### config.mk
export PLATFORM = sky130hd
export DESIGN_NAME = victim_buffer
export DESIGN_NICKNAME = d
export VERILOG_FILES = /design/src/rtl/victim_buffer.sv
export SDC_FILE = /design/constraint.sdc
export NUM_CORES = 2
export LEC_CHECK = 0
export BUFFER_PORTS_ARGS = -buffer_cell sky130_fd_sc_hd__buf_2
export CORE_UTILIZATION = 30
export DETAILED_ROUTE_END_ITERATION = 16
export SETUP_SLACK_MARGIN = 0.15
export SLEW_MARGIN = 30
export SYNTH_ARGS = -nofsm -noshare
export SYNTH_HDL_FRONTEND = slang
export SYNTH_SLANG_ARGS = --single-unit
### constraint.sdc
create_clock -name clk -period 10.71 [get_ports clk]
set_input_delay 0 -clock clk [delete_from_list [all_inputs] [get_ports clk]]
set_output_delay 0 -clock clk [all_outputs]
set_load 0.02 [all_outputs]
### src/rtl/victim_buffer.sv
// ---------------------------------------------------------------------------
// victim_buffer : fully associative victim buffer between L2 and pmem.
// Optional write-back drain of idle entries: VICTIM_DRAIN_EN.   Rev 1.0
// ---------------------------------------------------------------------------
`default_nettype none

module victim_buffer #(
  parameter int ENTRIES     = 4,
  parameter int ADDR_W      = 16,
  parameter int LINE_W      = 128,
  parameter int OFFSET_BITS = 4
) (
  input  logic              clk,
  input  logic              rst,
  input  logic [ADDR_W-1:0] mem_address,
  input  logic [LINE_W-1:0] mem_wdata,
  input  logic              mem_write,
  input  logic              mem_read,
  output logic [LINE_W-1:0] mem_rdata,
  output logic              mem_resp,
  output logic [ADDR_W-1:0] pmem_address,
  output logic [LINE_W-1:0] pmem_wdata,
  output logic              pmem_read,
  output logic              pmem_write,
  input  logic [LINE_W-1:0] pmem_rdata,
  input  logic              pmem_resp
);

  localparam int IDX_W = $clog2(ENTRIES);
  localparam int TAG_W = ADDR_W - OFFSET_BITS;

  typedef enum logic [2:0] {
    IDLE, WR_UPD, WR_ALLOC, EVICT, RD_HIT, RD_MISS
`ifdef VICTIM_DRAIN_EN
    , DRAIN
`endif
  } state_t;

  state_t state_q, state_d;
  logic [ENTRIES-1:0] valid_q, valid_d;
  logic [TAG_W-1:0]   tag_q  [ENTRIES];
  logic [TAG_W-1:0]   tag_d  [ENTRIES];
  logic [LINE_W-1:0]  data_q [ENTRIES];
  logic [LINE_W-1:0]  data_d [ENTRIES];
  logic [IDX_W-1:0]   rr_ptr_q, rr_ptr_d;
  logic               mem_resp_q, mem_resp_d;
  logic [LINE_W-1:0]  mem_rdata_q, mem_rdata_d;
  logic               pmem_read_q, pmem_read_d;
  logic               pmem_write_q, pmem_write_d;
  logic [ADDR_W-1:0]  pmem_address_q, pmem_address_d;
  logic [LINE_W-1:0]  pmem_wdata_q, pmem_wdata_d;

  logic [TAG_W-1:0] req_tag;
  logic             unused_offset;
  logic             hit, has_free;
  logic [IDX_W-1:0] hit_idx, free_idx;
`ifdef VICTIM_DRAIN_EN
  logic             any_valid;
  logic [IDX_W-1:0] first_valid;
`endif

  assign req_tag       = mem_address[ADDR_W-1:OFFSET_BITS];
  assign unused_offset = ^mem_address[OFFSET_BITS-1:0];

  // Descending scan so the lowest matching index wins.
  always_comb begin
    hit      = 1'b0;
    hit_idx  = '0;
    has_free = 1'b0;
    free_idx = '0;
`ifdef VICTIM_DRAIN_EN
    any_valid   = 1'b0;
    first_valid = '0;
`endif
    for (int i = ENTRIES - 1; i >= 0; i--) begin
      if (valid_q[i] && (tag_q[i] == req_tag)) begin
        hit     = 1'b1;
        hit_idx = IDX_W'(i);
      end
      if (!valid_q[i]) begin
        has_free = 1'b1;
        free_idx = IDX_W'(i);
      end
`ifdef VICTIM_DRAIN_EN
      if (valid_q[i]) begin
        any_valid   = 1'b1;
        first_valid = IDX_W'(i);
      end
`endif
    end
  end

  always_comb begin
    state_d        = state_q;
    valid_d        = valid_q;
    tag_d          = tag_q;
    data_d         = data_q;
    rr_ptr_d       = rr_ptr_q;
    mem_resp_d     = 1'b0;
    mem_rdata_d    = mem_rdata_q;
    pmem_read_d    = pmem_read_q;
    pmem_write_d   = pmem_write_q;
    pmem_address_d = pmem_address_q;
    pmem_wdata_d   = pmem_wdata_q;
    case (state_q)
      IDLE: begin
        // The request still visible during the mem_resp cycle is the old one.
        if (!mem_resp_q) begin
          if (mem_write) begin
            if (hit) begin
              state_d = WR_UPD;
            end else if (has_free) begin
              state_d = WR_ALLOC;
            end else begin
              state_d        = EVICT;
              pmem_write_d   = 1'b1;
              pmem_address_d = {tag_q[rr_ptr_q], {OFFSET_BITS{1'b0}}};
              pmem_wdata_d   = data_q[rr_ptr_q];
            end
          end else if (mem_read) begin
            if (hit) begin
              state_d = RD_HIT;
            end else begin
              state_d        = RD_MISS;
              pmem_read_d    = 1'b1;
              pmem_address_d = {req_tag, {OFFSET_BITS{1'b0}}};
            end
          end
`ifdef VICTIM_DRAIN_EN
          else if (any_valid) begin
            state_d        = DRAIN;
            pmem_write_d   = 1'b1;
            pmem_address_d = {tag_q[first_valid], {OFFSET_BITS{1'b0}}};
            pmem_wdata_d   = data_q[first_valid];
          end
`endif
        end
      end
      WR_UPD: begin
        data_d[hit_idx] = mem_wdata;
        mem_resp_d      = 1'b1;
        state_d         = IDLE;
      end
      WR_ALLOC: begin
        data_d[free_idx]  = mem_wdata;
        tag_d[free_idx]   = req_tag;
        valid_d[free_idx] = 1'b1;
        mem_resp_d        = 1'b1;
        state_d           = IDLE;
      end
      EVICT: begin
        if (pmem_resp) begin
          pmem_write_d      = 1'b0;
          valid_d[rr_ptr_q] = 1'b0;
          rr_ptr_d          = rr_ptr_q + IDX_W'(1);
          state_d           = WR_ALLOC;
        end
      end
      RD_HIT: begin
        // Exclusive: the line moves to L2 and leaves the buffer.
        mem_rdata_d      = data_q[hit_idx];
        valid_d[hit_idx] = 1'b0;
        mem_resp_d       = 1'b1;
        state_d          = IDLE;
      end
      RD_MISS: begin
        if (pmem_resp) begin
          pmem_read_d = 1'b0;
          mem_rdata_d = pmem_rdata;
          mem_resp_d  = 1'b1;
          state_d     = IDLE;
        end
      end
`ifdef VICTIM_DRAIN_EN
      DRAIN: begin
        if (pmem_resp) begin
          pmem_write_d         = 1'b0;
          valid_d[first_valid] = 1'b0;
          state_d              = IDLE;
        end
      end
`endif
      default: state_d = IDLE;
    endcase
  end

  always_ff @(posedge clk) begin
    if (rst) begin
      state_q        <= IDLE;
      valid_q        <= '0;
      rr_ptr_q       <= '0;
      mem_resp_q     <= 1'b0;
      mem_rdata_q    <= '0;
      pmem_read_q    <= 1'b0;
      pmem_write_q   <= 1'b0;
      pmem_address_q <= '0;
      pmem_wdata_q   <= '0;
    end else begin
      state_q        <= state_d;
      valid_q        <= valid_d;
      rr_ptr_q       <= rr_ptr_d;
      mem_resp_q     <= mem_resp_d;
      mem_rdata_q    <= mem_rdata_d;
      pmem_read_q    <= pmem_read_d;
      pmem_write_q   <= pmem_write_d;
      pmem_address_q <= pmem_address_d;
      pmem_wdata_q   <= pmem_wdata_d;
    end
  end

  // Tag/data payload is qualified by valid_q and needs no reset.
  always_ff @(posedge clk) begin
    tag_q  <= tag_d;
    data_q <= data_d;
  end

  assign mem_resp     = mem_resp_q;
  assign mem_rdata    = mem_rdata_q;
  assign pmem_read    = pmem_read_q;
  assign pmem_write   = pmem_write_q;
  assign pmem_address = pmem_address_q;
  assign pmem_wdata   = pmem_wdata_q;

endmodule

`default_nettype wire
==> key figures <==
Timing
  – Hold Vio Cnt, Final: 0
  – Tmin final: between 4 and 5 ns
  – Highest clock rate: about 220 MHz
  – Final setup skew: around 0.029 ns
  – TNS Setup: 0 ns
  – Pins Over Slew Limit: 0
  – Endpoints failing setup: 0
  – Slew headroom: 0.312
  – RSZ-0062 raised after global routing: no
  – Period utilization: 0.422
  – Worst-Margin Slew: a little over 1 ns

Logic synthesis
  – Main combinational cell family by area after synthesis: simple AND/OR/NAND/NOR gates
  – Cell variety after synth: slightly above 50
  – Post-synth top cells: edfxtp_1 (560), nor2b_1 (384), dfxtp_1 (280)
  – Synth top area cells: edfxtp_1 (43%), dfxtp_1 (14%), mux4_2 (8.0%)
  – Synth async-reset ratio: 0
  – Mux cell area share after synthesis: 0.0831
  – Compound-Gate Fraction of Synth Area: 0.102
  – Most numerous cell in the Yosys netlist: edfxtp_1
  – Cell taking the most area after synthesis: edfxtp_1
  – Yosys warnings: 0
  – Simple-gate share of the synthesized area: 0.199
  – Area share of the largest cell type after synthesis: 0.425
  – Register area share after synthesis: 0.567
  – EDFF count, synth: 560
  – Syn Inst Count: approximately 3.6k
  – Mapped Avg Cell Area: 11.1 um2
  – Syn Std Cell Area: around 40,000 um2
  – Post-Synth Adder-Cell Area: 0.00127
  – #FFs+latches synth: 840
  – Xor/xnor cell area share of the yosys netlist: 0.0111
  – Most used DFF post-synth: edfxtp_1

Detailed routing
  – Routed len/inst: between 20 and 25 um
  – Vias: between 30k and 40k
  – Final ANT Viol Nets: 0
  – DRC: 0
  – Vias/cell: 5.36
  – Final WL: 149,000 um
  – DRT iter0 DRCs: approximately 2.9k
  – First-pass detailed-route iteration total: 6

Die
  – Die extent in x: 365 um
  – Area of the core: 130,000 um2
  – Initial core utilization: 0.304
  – IO Count: approximately 550
  – Die height: approximately 370 um
  – Die area: approximately 130,000 um2
  – Core Rows: around 130

Worst setup path
  – CP Class: register to register
  – Worst Path Arrival: roughly 4.9 ns
  – CP Max Fanout: between 40 and 50
  – Worst setup EP type: register
  – CP required: about 11 ns
  – Critical path launch point type: register

Power and ir drop
  – Worst vdd ir: 0.132 mV
  – P per Cell Area: slightly above 200 nW/um2
  – Tot Pwr: about 10,000 uW
  – Leakage power: 0.0181 uW

GRT
  – Total GRT Usage: 0.215
  – Largest net degree at the start of global routing: about 130
  – First-pass GRT wire length: about 210,000 um
  – Grt total ovfl: 0
  – Vias in the first global route: approximately 33k
  – Antenna violations before repair: 10

Final layout
  – Design Area, Final: slightly below 50,000 um2
  – Fillers: ~13k
  – Fin cells: slightly above 6k
  – Share of cells above drive strength 1: 0.215
  – Area grow syn2layout: 25.7%
  – Nets: 4,497

Clock network
  – Worst-path clk slew: 0.06 ns
  – Worst-Skew Late Latency: around 0.72 ns
  – Hold Buf Count CTS: 275
  – Clk sinks: 840
  – Root Buffer: clkbuf_16
  – Post-cts sizing count: 0
  – Total CTS buffers: between 90 and 100
  – Clock H-tree levels: 3
  – Max clock buf depth: 3
  – Post-CTS setup repair buffer count: 0
  – CTS tree: built

Place
  – PortBufs: between 500 and 600
  – Gpl congestion: about 0.8
  – Area after DPL: about 44,000 um2
  – DP HPWL: about 83,000 um
  – Cells after DPL: about 5.6k

Worst hold path
  – Hold WC Path Type: primary input to register

Job
  – Max Cap Viol: 0

Outcome
  – Outcome: finished clean
-- routing by layer --
layer / share of wire / GRT usage
met3: 0.077 / 0.0391
met4: 0.035 / 0.0886
met5: 0.00037 / 0
met1: 0.40 / 0.267
met2: 0.49 / 0.368
-- placed cells by master (no fill, tap or decap), drive strengths merged, types with 2 or more instances in the layout --
master / count
xnor2: 49
dfxtp: 280
nand3: 264
a21oi: 277
and2: 130
nor4: 7
ha: 4
a21o: 128
nand2: 268
nor2: 145
nor2b: 384
nor3: 135
inv: 11
edfxtp: 560
diode: 4
and3b: 3
conb: 4
mux2i: 12
clkinvlp: 2
dlygate4sd3: 275
buf: 607
clkbuf: 133
or4: 3
a211oi: 14
or3: 130
mux4: 140
nor3b: 4
nand4: 10
a31oi: 131
bufinv: 6
clkinv: 33
nand3b: 2
o21ai: 132
-- final timing paths --
| kind | from | end | slack (ns) | cells after the start |
|---|---|---|---|---|
| max | tag_q[45]$_DFFE_PP_ | data_q[93]$_DFFE_PP_ | 6.19 | 9 |
| min | mem_wdata[98] | data_q[482]$_DFFE_PP_ | 0.13 | 3 |
| max reg2reg | tag_q[45]$_DFFE_PP_ | data_q[93]$_DFFE_PP_ | 6.19 | 9 |
| min reg2reg | pmem_wdata[19]$_SDFFE_PP0P_ | pmem_wdata[19]$_SDFFE_PP0P_ | 0.47 | 2 |
-- critical path: stages (launching register included) --
cell	delay (ns)
edfxtp_1	0.40
xnor2_1	0.16
nand4_1	0.22
nor4_4	0.07
buf_4	0.38
nor2_1	0.54
a21oi_4	0.14
nor2_4	0.77
buf_4	0.69
buf_4	0.66
-- flip-flops by register name, summed over array words and instances, names as in the netlist --
signal,count
pmem_wdata,128
pmem_write,1
valid_q,4
state_q,3
data_q,512
pmem_read,1
tag_q,48
mem_resp,1
mem_rdata,128
pmem_address,12
rr_ptr_q,2
-- cell families (layout without fill, tap and decap cells) --
| kind of cell | after synthesis | after routing |
|---|---|---|
| buffers and inverters | 347 | 1067 |
| DFF | 840 | 840 |
| AOI/OAI and AO/OA | 692 | 692 |
| and+or+nand+nor | 1488 | 1488 |
| adders and majority gates | 4 | 4 |
| xor gates and xnor gates | 50 | 50 |
| other | 1 | 8 |
| muxes | 153 | 153 |
-- power breakdown --
| part | total, uW | internal (uW) | switching (uW) |
|---|---|---|---|
| sequential | 4350 | 4040 | 314 |
| combinational | 2570 | 953 | 1620 |
| clock | 3320 | 1920 | 1410 |
| total | 10200 | 6910 | 3340 |
-- stage by stage --
stage	util	setup WS, ns	hold slack [ns]
2_1_floorplan	-	2.26	0.0989
3_5_place_dp	0.336	6.16	0.317
4_1_cts	0.382	6.15	0.0565
5_1_grt	0.382	6.00	0.104
3_3_place_gp	0.336	6.14	0.313
6_report	0.382	6.19	0.132
-- final cells by class --
| type | count | area (um2) | area share |
|---|---|---|---|
| flip-flops and latches | 840 | 22400 | 0.451 |
| multi-input cells | 2391 | 15800 | 0.318 |
| repair buffers | 882 | 6080 | 0.122 |
| clock buffers | 133 | 2710 | 0.0544 |
| well taps | 1742 | 2180 | 0.0439 |
| clock inverters | 47 | 453 | 0.00911 |
| inverters | 5 | 18.8 | 0.000378 |
| diodes | 4 | 10.0 | 0.000201 |
No activity file was read; power rests on OpenSTA's default activity.
